File: src/rtl/hpdmc_dataseq_pkg.sv
// Shared constants and helpers for the HPDMC data-path sequencer.
// Timing defaults, idle mask value and counter sizing live here.
package hpdmc_dataseq_pkg;

   localparam int DEF_WL    = 1;
   localparam int DEF_RL    = 4;
   localparam int DEF_BURST = 2;
   localparam int DEF_TURN  = 1;

   localparam int          DATA_W    = 64;
   localparam int          MASK_W    = 8;
   localparam logic [7:0]  MASK_IDLE = 8'hFF;

   typedef struct packed {
      logic [DATA_W-1:0] data;
      logic [MASK_W-1:0] mask;
   } wbeat_t;

   function automatic int imax(input int a, input int b);
      return (a > b) ? a : b;
   endfunction

   // Wide enough for the longest turnaround load value.
   function automatic int cnt_width(input int wl, input int rl, input int burst, input int turn);
      return imax(1, $clog2(rl + wl + burst + turn + 1));
   endfunction

endpackage

File: src/rtl/hpdmc_dataseq_delayline.sv
// DEPTH-stage 1-bit shift register; q is the OR of the last WIN stages,
// which turns a single issue pulse into a WIN-cycle window DEPTH-WIN+1 cycles later.
module hpdmc_dataseq_delayline #(
   parameter int DEPTH = 1,
   parameter int WIN   = 1
) (
   input  logic clk,
   input  logic rst,
   input  logic din,
   output logic q
);

   logic [DEPTH:1] vld_pipe;

   always_ff @(posedge clk or posedge rst) begin
      if (rst)
         vld_pipe <= '0;
      else
         vld_pipe <= DEPTH'({vld_pipe, din});
   end

   assign q = |vld_pipe[DEPTH:DEPTH-WIN+1];

endmodule

File: src/rtl/hpdmc_dataseq.sv
// HPDMC data-path sequencer: times write beats, bus direction and read strobes.
// The write beat output is named dout because do is a reserved word.
module hpdmc_dataseq
   import hpdmc_dataseq_pkg::*;
#(
   parameter int WL    = DEF_WL,
   parameter int RL    = DEF_RL,
   parameter int BURST = DEF_BURST,
   parameter int TURN  = DEF_TURN
) (
   input  logic        sys_clk,
   input  logic        sys_rst,
   input  logic        write,
   input  logic        read,
   output logic        write_safe,
   output logic        read_safe,
   input  logic [63:0] wdata_in,
   input  logic [7:0]  wmask_in,
   output logic        wdata_ack,
   output logic        direction,
   output logic [63:0] dout,
   output logic [7:0]  mo,
   input  logic [63:0] di,
   output logic [63:0] rdata,
   output logic        rdata_valid,
   output logic        proto_err
);

   localparam int CW = cnt_width(WL, RL, BURST, TURN);

   // Last guarded cycle offset after an issue; counter reaches zero one cycle later.
   localparam logic [CW-1:0] LD_SAME = CW'(BURST - 1);
   localparam logic [CW-1:0] LD_W2R  = CW'(WL + BURST + TURN);
   localparam logic [CW-1:0] LD_R2W  = CW'(imax(BURST - 1, RL + BURST + TURN - WL - 1));

   logic          wr_ok, rd_ok, illegal;
   logic [CW-1:0] wcnt, rcnt, wcnt_nxt, rcnt_nxt;
   wbeat_t        wb_q;

   function automatic logic [CW-1:0] cmax(input logic [CW-1:0] a, input logic [CW-1:0] b);
      return (a > b) ? a : b;
   endfunction

   // A command is accepted only alone and only while its bus side is safe.
   assign wr_ok   = write & ~read & write_safe;
   assign rd_ok   = read & ~write & read_safe;
   assign illegal = (write | read) & ~(wr_ok | rd_ok);

   assign write_safe = (wcnt == '0);
   assign read_safe  = (rcnt == '0);

   always_comb begin
      wcnt_nxt = (wcnt == '0) ? '0 : wcnt - CW'(1);
      rcnt_nxt = (rcnt == '0) ? '0 : rcnt - CW'(1);
      if (wr_ok) begin
         wcnt_nxt = cmax(wcnt_nxt, LD_SAME);
         rcnt_nxt = cmax(rcnt_nxt, LD_W2R);
      end
      if (rd_ok) begin
         rcnt_nxt = cmax(rcnt_nxt, LD_SAME);
         wcnt_nxt = cmax(wcnt_nxt, LD_R2W);
      end
   end

   always_ff @(posedge sys_clk or posedge sys_rst) begin
      if (sys_rst) begin
         wcnt      <= '0;
         rcnt      <= '0;
         proto_err <= 1'b0;
      end else begin
         wcnt <= wcnt_nxt;
         rcnt <= rcnt_nxt;
         if (illegal)
            proto_err <= 1'b1;
      end
   end

   hpdmc_dataseq_delayline #(.DEPTH(WL + BURST - 1), .WIN(BURST)) u_ack_dl (
      .clk (sys_clk),
      .rst (sys_rst),
      .din (wr_ok),
      .q   (wdata_ack)
   );

   // One extra stage in the window gives the DQS preamble before the first beat.
   hpdmc_dataseq_delayline #(.DEPTH(WL + BURST), .WIN(BURST + 1)) u_dir_dl (
      .clk (sys_clk),
      .rst (sys_rst),
      .din (wr_ok),
      .q   (direction)
   );

   hpdmc_dataseq_delayline #(.DEPTH(RL + BURST - 1), .WIN(BURST)) u_rv_dl (
      .clk (sys_clk),
      .rst (sys_rst),
      .din (rd_ok),
      .q   (rdata_valid)
   );

   always_ff @(posedge sys_clk or posedge sys_rst) begin
      if (sys_rst) begin
         wb_q.data <= '0;
         wb_q.mask <= MASK_IDLE;
         rdata     <= '0;
      end else begin
         if (wdata_ack) begin
            wb_q.data <= wdata_in;
            wb_q.mask <= wmask_in;
         end else begin
            wb_q.mask <= MASK_IDLE;
         end
         rdata <= di;
      end
   end

   assign dout = wb_q.data;
   assign mo   = wb_q.mask;

endmodule

File: config.mk
export PLATFORM = sky130hd
export DESIGN_NAME = hpdmc_dataseq
export DESIGN_NICKNAME = d
export VERILOG_FILES = /design/src/rtl/hpdmc_dataseq_pkg.sv /design/src/rtl/hpdmc_dataseq_delayline.sv /design/src/rtl/hpdmc_dataseq.sv
export SDC_FILE = /design/constraint.sdc
export NUM_CORES = 1
export LEC_CHECK = 0
export ABC_CLOCK_PERIOD_IN_PS = 7200
export CAP_MARGIN = 5
export CORE_MARGIN = 4
export CORE_UTILIZATION = 39
export CTS_BUF_LIST = sky130_fd_sc_hd__clkbuf_8
export DETAILED_ROUTE_END_ITERATION = 10
export PLACE_DENSITY = 0.92
export SKIP_CTS_REPAIR_TIMING = 1
export SLEW_MARGIN = 15
export SYNTH_ARGS = -nofsm -noshare
export SYNTH_HDL_FRONTEND = slang
export SYNTH_SLANG_ARGS = --single-unit
File: constraint.sdc
create_clock -name sys_clk -period 7.2 [get_ports sys_clk]
set_clock_uncertainty 0.1 [all_clocks]
set_input_delay 1.44 -clock sys_clk [delete_from_list [all_inputs] [get_ports sys_clk]]
set_output_delay 1.44 -clock sys_clk [all_outputs]
set_load 0.02 [all_outputs]
## Word-level counts from Yosys, hierarchy flattened

Index checks and enable logic that the tools add are counted.

- Reduce and logical (&&, ||, !) cells: 5
- Muxes and demuxes: 11
- Magnitude comparators: 4
- Bitwise operators: 10
- Add/sub/neg operators: 2

Operators with widths:

| kind | count |
|---|---|
| 4-bit two-way mux | 10 |
| 4-bit by 1-bit > comparator with 1-bit output, second input constant | 2 |
| 4-bit by 3-bit > comparator with 1-bit output, second input constant | 2 |
| 4-bit logical NOT | 2 |
| 8-bit two-way mux | 1 |
| 4-bit by 1-bit subtractor with 4-bit output, second input constant | 2 |
| 1-bit AND | 5 |
| 2-bit OR reduction | 2 |
| 1-bit NOT | 3 |
| 3-bit OR reduction | 1 |
| 1-bit bitwise OR | 2 |

- Flip-flop bits (word level): 155
- Bits of input ports: 140
- Word-level logic and storage cells: 41

## Logic depth before layout (Yosys ltp)

Gate-level depths: netlist of run 1.

- Depth after elaboration: 8
- Mapped depth: 5

## By module

From an unflattened synthesis of run 1, not the netlist that was laid out.

- Cell total of the unflattened synthesis: 281
- Area total of the unflattened synthesis: 4999.8 sq um

By module, submodules not included:

| module | area an instance (sq um) | cells each | times used | seq. area each (sq um) |
|---|---|---|---|---|
| hpdmc_dataseq | 4719.5 | 265 | 1 | 3638.5 |
| hpdmc_dataseq_delayline (u_rv_dl) | 135.1 | 7 | 1 | 125.1 |
| hpdmc_dataseq_delayline (u_dir_dl) | 85.1 | 5 | 1 | 75.1 |
| hpdmc_dataseq_delayline (u_ack_dl) | 60.1 | 4 | 1 | 50.0 |

## Worst setup path before layout of run 1

No wires, ideal clock.

- Kind: register -> output
- From: register wcnt[0]
- To: output port write_safe
- Slack: 4.555 ns
- Arrival: 1.105 ns
- Cell stages (with the launch flop): 4
- Path buffers: 0
- Required time: 5.660 ns
- Cell sequence: dfrtp_1 > inv_1 > ha_1 > nor3b_2

- Word-level cells in the longest chain between the ends: 1

RTL lines:

| item | line | text |
|---|---|---|
| start: declaration | hpdmc_dataseq.sv:37 | `logic [CW-1:0] wcnt, rcnt, wcnt_nxt, rcnt_nxt;` |
| start signal: assignment | hpdmc_dataseq.sv:71 | `wcnt <= wcnt_nxt;` |
| 4-bit logical NOT | hpdmc_dataseq.sv:49 | `assign write_safe = (wcnt == '0);` |
| end: declaration | hpdmc_dataseq.sv:15 | `output logic write_safe,` |

Every way passes these cells.

## Worst setup path after layout of run 1

Same ends and word-level chain as after synthesis.

==> summary.md, run 1 <==
| Metric | Value |
|---|---|
| Top layer used by detailed routing | met4 |
| Post-Synthesis Net Count | 412 |
| Maximum number of pins on one net before global-route repair | 82 |
| Top fanout value on the critical path | 6 |
| Initial Utilization | 40.4% |
| Insertion delay of the later-clocked pin in the worst-skew pair | 440 ps |
| Cell area after synthesis | 4930 um2 |
| Clock Pin Slew Worst Setup and Hold Paths | 80 ps |
| Power density over the cells | 370 nW/um2 |
| Placed cell areas | 7930 um2 |
| Synthesis-stage register bit count | 153 |
| Utilization after layout | 68.6% |
| Proportion of register bits with asynchronous set or reset after synthesis | 100% |
| Number of enable-type register cells in the synthesized netlist | 0 |
| Routability congestion estimate from global placement | 0.822 |
| Clock tree from TritonCTS | yes |
| Category of the most critical setup path | register to output pin |
| Average via count per standard cell | 4.60 |
| Synth warn | 0 |
| Post-layout nets | 707 |
| Core region area | 12,200 um2 |
| Worst-case setup margin in the final layout | 3470 ps |
| Flop-to-flop setup slack | 5350 ps |
| Die X-Extent | 120 um |
| Vertical extent of the die | 120 um |
| Hold Violations, Final | 0 |
| Mean instance size in the synthesized netlist | 18.2 um2 |
| Peak supply drop | 0.214 mV |
| Area leader, netlist | dfrtp_1 |
| Count of nets left with antenna violations after detail routing | 0 |
| Area share of the largest cell type after synthesis | 73.6% |
| Path type of the worst min-delay path | register to register |
| Total global routing overflow | 0 |
| Clock period minus final worst setup slack | 3730 ps |
| Pins Over Slew Limit | 0 |
| Sum of negative setup slack | 0 ps |
| Post-placement setup slack | 3660 ps |
| Total routing resource utilization after global routing | 20.1% |
| First-pass DRT Iterations | 4 |
| Worst EP arrival | 2190 ps |
| Portion of the post-synthesis area used by sequential elements | 77.8% |
| M1 wire length | 4.60 mm |
| Root buffer selected by CTS | clkbuf_8 |
| Predominant post-synthesis flop cell | dfrtp_1 |
| Maxcap violations | 0 |
| Sort of element at the end of the critical path | output pin |
| Hpwl dp | 10.9 mm |
| Clk sink count | 153 |
| Cell count of the worst reg-to-reg path | 3 |
| WL met2 | 7.74 mm |
| Max-slew headroom at the worst pin | 39.9% |
| Number of port buffers | 281 |
| Part of the cycle the worst path needs | 51.9% |
| Min-Delay Startpoint | u_rv_dl.vld_pipe[2] |
| Die outline area | 14,500 um2 |
| Commonest cells in the netlist | dfrtp_1, mux2_2, dfstp_2, nand2b_1 |
| Reg-to-Reg Start | u_dir_dl.vld_pipe[2] |
| Fraction of layout instances using a drive strength above 1 | 19.7% |
| Setup-failing EPs final | 0 |
| Setup crit start kind | register |
| Synthesis-to-layout area growth | 69.9% |
| Unrepaired setup endpoints after global routing | no |
| Result of the run | completed |
| Top-level I/O count | 282 |
| Worst Hold Path Cells | 0 |
| Required time at the worst-slack endpoint | 5660 ps |
| Initial antenna violation count | 0 |
| Gate count of the mapped netlist | 271 |
| Via count of the routed design | 3,436 |
| Count of H-tree levels built during CTS | 4 |
| Wire length of the first global-routing pass | 21.7 mm |
| R2r endpoint | dout[22] |
| Number of antenna diodes | 0 |
| Cell types occupying the most area after synthesis | dfrtp_1, mux2_2, dfstp_2 |
| Netlist cell types | 31 |
| # placed instances | 715 |
| Count of unresolved DRC violations after routing | 0 |
| Total met3 wirelength after detailed routing | 1.37 mm |
| Static Leak | 3.53 nW |
| Number of CTS-inserted buffers | 17 |
| Most instantiated library cell after synthesis | dfrtp_1 |
| Initial DRC count | 160 |
| Buffers from clock root to sink, at most | 2 |
| Post-Layout Cell Count | 747 |
| Routed wire length | 14.1 mm |
| Hold-critical path endpoint | u_rv_dl.vld_pipe[3] |
| Standard-cell rows | 40 |
| Number of global-route vias before repair | 3,900 |
| Wire length per cell after detailed routing | 18.9 um |
| Total non-filler cell area in the finished layout | 8380 um2 |
| Slew @ Worst Pin | 902 ps |
| Peak clock frequency supported by timing | 268 MHz |
where the power goes:
group	internal (mW)	leakage, nW	switching (mW)
logic	0.636	1.51	0.539
clock network	0.389	0.223	0.316
registers	1.09	1.79	0.128
total	2.12	3.53	0.983
layout by cell type (no fill, tap or decap), types with 3 or more instances in the layout:
cell type	netlist	final
inv_6	0	3
clkinv_2	0	3
clkbuf_8	0	18
clkdlybuf4s50_1	0	281
nor2_1	6	5
bufinv_16	0	4
dfrtp_1	145	145
clkinv_4	0	4
inv_1	6	5
nand2b_1	8	8
mux2_2	65	65
o21ai_0	3	3
dfstp_2	8	8
registers in the layout (all words and copies together), names as in the netlist:
register           cells
dout                  64
mo                     8
rcnt                   4
rdata                 64
u_rv_dl.vld_pipe       5
u_dir_dl.vld_pipe      3
wcnt                   4
proto_err              1
worst max-delay path: stages (launching register included):
cell and delay (ps):
dfrtp_1 400, inv_1 60, ha_1 210, nor3b_2 390, clkdlybuf4s50_1 690
layout make-up:
type	count	area (um2)
clock buffer	18	248
sequential	153	3840
clock inverter	14	195
inverter	6	27.5
multi-input combinational	105	1030
timing repair buffer	283	2830
tap	168	210
fill	841	3830
kinds of logic after synthesis:
group / synth area share, %
buffers and inverters: 1.42
multiplexers: 14.8
XOR/XNOR: 0.355
AND/OR/NAND/NOR: 3.45
adder cells (fa/ha/maj): 0.254
flip-flops: 77.8
AO/OA/AOI/OAI: 1.83
through the flow:
stage          power [mW]  hold slack, ps
6_report             3.10             253
3_5_place_dp         2.43             238
5_1_grt              3.26             262
3_3_place_gp         2.38             235
2_1_floorplan        1.81             231
4_1_cts              3.15             257
layer usage:
layer  global-route usage, %  up-vias
li1                        -     1518
met5                       0        -
met4                    8.50        0
met3                    9.03       25
met1                    19.7     1720
met2                    36.4      173
worst max-delay path by stage:
stage	from	endpoint	slack, ps
2_1_floorplan	sys_rst	dout[0]	1550
3_3_place_gp	sys_rst	rcnt[2]	3750
3_5_place_dp	sys_rst	rdata[52]	3660
4_1_cts	wcnt[1]	write_safe	3420
5_1_grt	wcnt[0]	write_safe	3320
6_report	wcnt[0]	write_safe	3470
Power figures use the tool's default switching activity.
==> inputs of run 2 (changes only) <==
--- a/config.mk
+++ b/config.mk
@@ -5,13 +5,13 @@
 export SDC_FILE = /design/constraint.sdc
 export NUM_CORES = 1
 export LEC_CHECK = 0
-export ABC_CLOCK_PERIOD_IN_PS = 7200
+export ABC_CLOCK_PERIOD_IN_PS = 3350
 export CAP_MARGIN = 5
 export CORE_MARGIN = 4
-export CORE_UTILIZATION = 39
+export CORE_UTILIZATION = 35
 export CTS_BUF_LIST = sky130_fd_sc_hd__clkbuf_8
 export DETAILED_ROUTE_END_ITERATION = 10
-export PLACE_DENSITY = 0.92
+export PLACE_DENSITY = 0.88
 export SKIP_CTS_REPAIR_TIMING = 1
 export SLEW_MARGIN = 15
 export SYNTH_ARGS = -nofsm -noshare
==> constraint.sdc (replaced) <==
create_clock -name sys_clk -period 3.35 [get_ports sys_clk]
set_clock_uncertainty 0.1 [all_clocks]
set_input_delay 0.67 -clock sys_clk [delete_from_list [all_inputs] [get_ports sys_clk]]
set_output_delay 0.67 -clock sys_clk [all_outputs]
set_load 0.02 [all_outputs]
==> run 2 against run 1 <==
Net effect:
- register-to-register slack got worse by 3900 ps
- flip-flop and latch count is the same
- non-clock buffer count increased by 1
- largest cell class unchanged
==> summary.md, run 2 (synthesis gave the netlist of run 1 again) <==
| Metric | Value |
|---|---|
| Initial DRC count | 92 (was 160) |
| Post-Layout Cell Count | 760 (was 747) |
| Clk sink count | 153 (unchanged) |
| Reg-to-Reg Start | u_dir_dl.vld_pipe[2] (unchanged) |
| Commonest non-fill, non-tap cells in the layout | clkdlybuf4s50_1, dfrtp_1, mux2_2 (unchanged) |
| Clock Pin Slew Worst Setup and Hold Paths | 80 ps (about the same) |
| Required time at the worst-slack endpoint | 2580 ps (was 5660 ps) |
| First-pass DRT Iterations | 4 (unchanged) |
| Total global routing overflow | 0 (unchanged) |
| Worst Hold Margin | 251 ps (was 253 ps) |
| Result of the run | completed (unchanged) |
| Insertion delay of the later-clocked pin in the worst-skew pair | 430 ps (was 440 ps) |
| Flop-to-flop setup slack | 1480 ps (was 5350 ps) |
| Part of the cycle the worst path needs | 88.7% |
| Total non-filler cell area in the finished layout | 8430 um2 (was 8380 um2) |
| Core region area | 13,800 um2 (was 12,200 um2) |
| Die X-Extent | 127 um (was 120 um) |
| Number of port buffers | 281 (unchanged) |
| Wire length of the first global-routing pass | 20.6 mm (was 21.7 mm) |
| Average via count per standard cell | 4.40 (was 4.60) |
| Initial antenna violation count | 0 (unchanged) |
| R2r endpoint | dout[46] (was dout[22]) |
| Maximum number of pins on one net before global-route repair | 69 (was 82) |
| Utilization after layout | 60.9% (was 68.6%) |
| Post-layout nets | 708 (was 707) |
| Launching instance or port of the critical path | wcnt[0] (unchanged) |
| Number of antenna diodes | 0 (unchanged) |
| Power density over the cells | 790 nW/um2 (was 370 nW/um2) |
| Worst-case setup margin in the final layout | 377 ps (was 3470 ps) |
| Maxcap violations | 0 (unchanged) |
| Unrepaired setup endpoints after global routing | no (unchanged) |
| Root buffer selected by CTS | clkbuf_8 (unchanged) |
| Number of fill cells | 990 (was 841) |
| # placed instances | 728 (was 715) |
| Slew @ Worst Pin | 843 ps (was 902 ps) |
| Standard-cell rows | 43 (was 40) |
| Initial Utilization | 35.7% (was 40.4%) |
| Cell count of the worst reg-to-reg path | 3 (unchanged) |
| Routed wire length | 13.1 mm (was 14.1 mm) |
| Number of CTS-inserted buffers | 17 (unchanged) |
| Hpwl dp | 9.96 mm (was 10.9 mm) |
| Static Leak | 3.54 nW (was 3.53 nW) |
| Routability congestion estimate from global placement | 0.842 (was 0.822) |
| Via count of the routed design | 3,342 (was 3,436) |
| Worst Hold Path Cells | 0 (unchanged) |
| Total routing resource utilization after global routing | 16.8% (was 20.1%) |
| Total chip power | 6.66 mW (was 3.10 mW) |
| Sum of negative setup slack | 0 ps (unchanged) |
| Placed cell areas | 7980 um2 (was 7930 um2) |
| Clock tree from TritonCTS | yes (unchanged) |
| Path type of the worst min-delay path | register to register (unchanged) |
| Peak supply drop | 0.377 mV (was 0.214 mV) |
| Min-Delay Startpoint | u_rv_dl.vld_pipe[1] (was u_rv_dl.vld_pipe[2]) |
| Count of nets left with antenna violations after detail routing | 0 (unchanged) |
| Count of H-tree levels built during CTS | 4 (unchanged) |
| Peak clock frequency supported by timing | 336 MHz |
| Setup crit start kind | register (unchanged) |
| Synthesis-to-layout area growth | 70.9% (was 69.9%) |
| Pins Over Slew Limit | 0 (unchanged) |
| Buffers from clock root to sink, at most | 2 (unchanged) |
| Die outline area | 16,100 um2 (was 14,500 um2) |
| Leading cell type in the layout, fill and taps excluded | clkdlybuf4s50_1 (unchanged) |
| Wire length per cell after detailed routing | 17.2 um (was 18.9 um) |
| Worst EP arrival | 2200 ps (was 2190 ps) |
| Category of the most critical setup path | register to output pin (unchanged) |
| Clock period minus final worst setup slack | 2970 ps |
| Sort of element at the end of the critical path | output pin (unchanged) |
| Hold Violations, Final | 0 (unchanged) |
| Vertical extent of the die | 127 um (was 120 um) |
| Count of unresolved DRC violations after routing | 0 (unchanged) |
| Fraction of layout instances using a drive strength above 1 | 19.5% (was 19.7%) |
| Post-placement setup slack | 866 ps (was 3660 ps) |
| Setup-failing EPs final | 0 (unchanged) |
| Top fanout value on the critical path | 6 (unchanged) |
| Number of global-route vias before repair | 3,701 (was 3,900) |
| Top-level I/O count | 282 (unchanged) |
| Max-slew headroom at the worst pin | 43.8% (was 39.9%) |
| Hold-critical path endpoint | u_rv_dl.vld_pipe[2] (was u_rv_dl.vld_pipe[3]) |
==> run 2: cell types whose count changed in the layout (fill, tap and decap cells not counted), sizes merged <==
cell and change:
buf +1, clkinvlp +2, inv +1, clkinv -3
==> run 2: layer usage <==
layer  vias to the layer above  GRT usage (%)  share of wire, %
met2                       176           29.4                53
met5                         -              0                 0
met3                        13           7.33               9.3
met1                      1635           18.7                37
li1                       1518              -                 -
met4                         0           4.67              0.99
==> run 2: critical path, stage by stage, from the launching register on <==
cell             delay (ps)
dfrtp_1                 400
inv_1                    60
ha_1                    230
nor3b_2                 380
clkdlybuf4s50_1         690
==> run 2: worst max path at each step <==
stage / endpoint / slack [ps] / depth (start not counted)
6_report: write_safe / 380 / 4
5_1_grt: write_safe / 220 / 4
4_1_cts: write_safe / 330 / 4
3_5_place_dp: write_safe / 870 / 4
3_3_place_gp: write_safe / 920 / 4
2_1_floorplan: dout[0] / 660 / 1
==> run 2: final cells by class <==
type | instances | area (um2) | share of cell area (%)
flip-flops and latches | 153 | 3840 | 45.6
clock buffers | 18 | 248 | 2.94
clock inverters | 14 | 198 | 2.35
inverters | 6 | 26.3 | 0.312
repair buffers | 284 | 2860 | 33.9
multi-input cells | 105 | 1030 | 12.2
well taps | 180 | 225 | 2.67
==> run 2: power breakdown <==
group          total [mW]  switching [mW]  internal, mW
Sequential           2.63           0.278          2.35
Clock                1.53           0.688         0.838
Combinational        2.50            1.13          1.37
Total                6.66            2.10          4.56
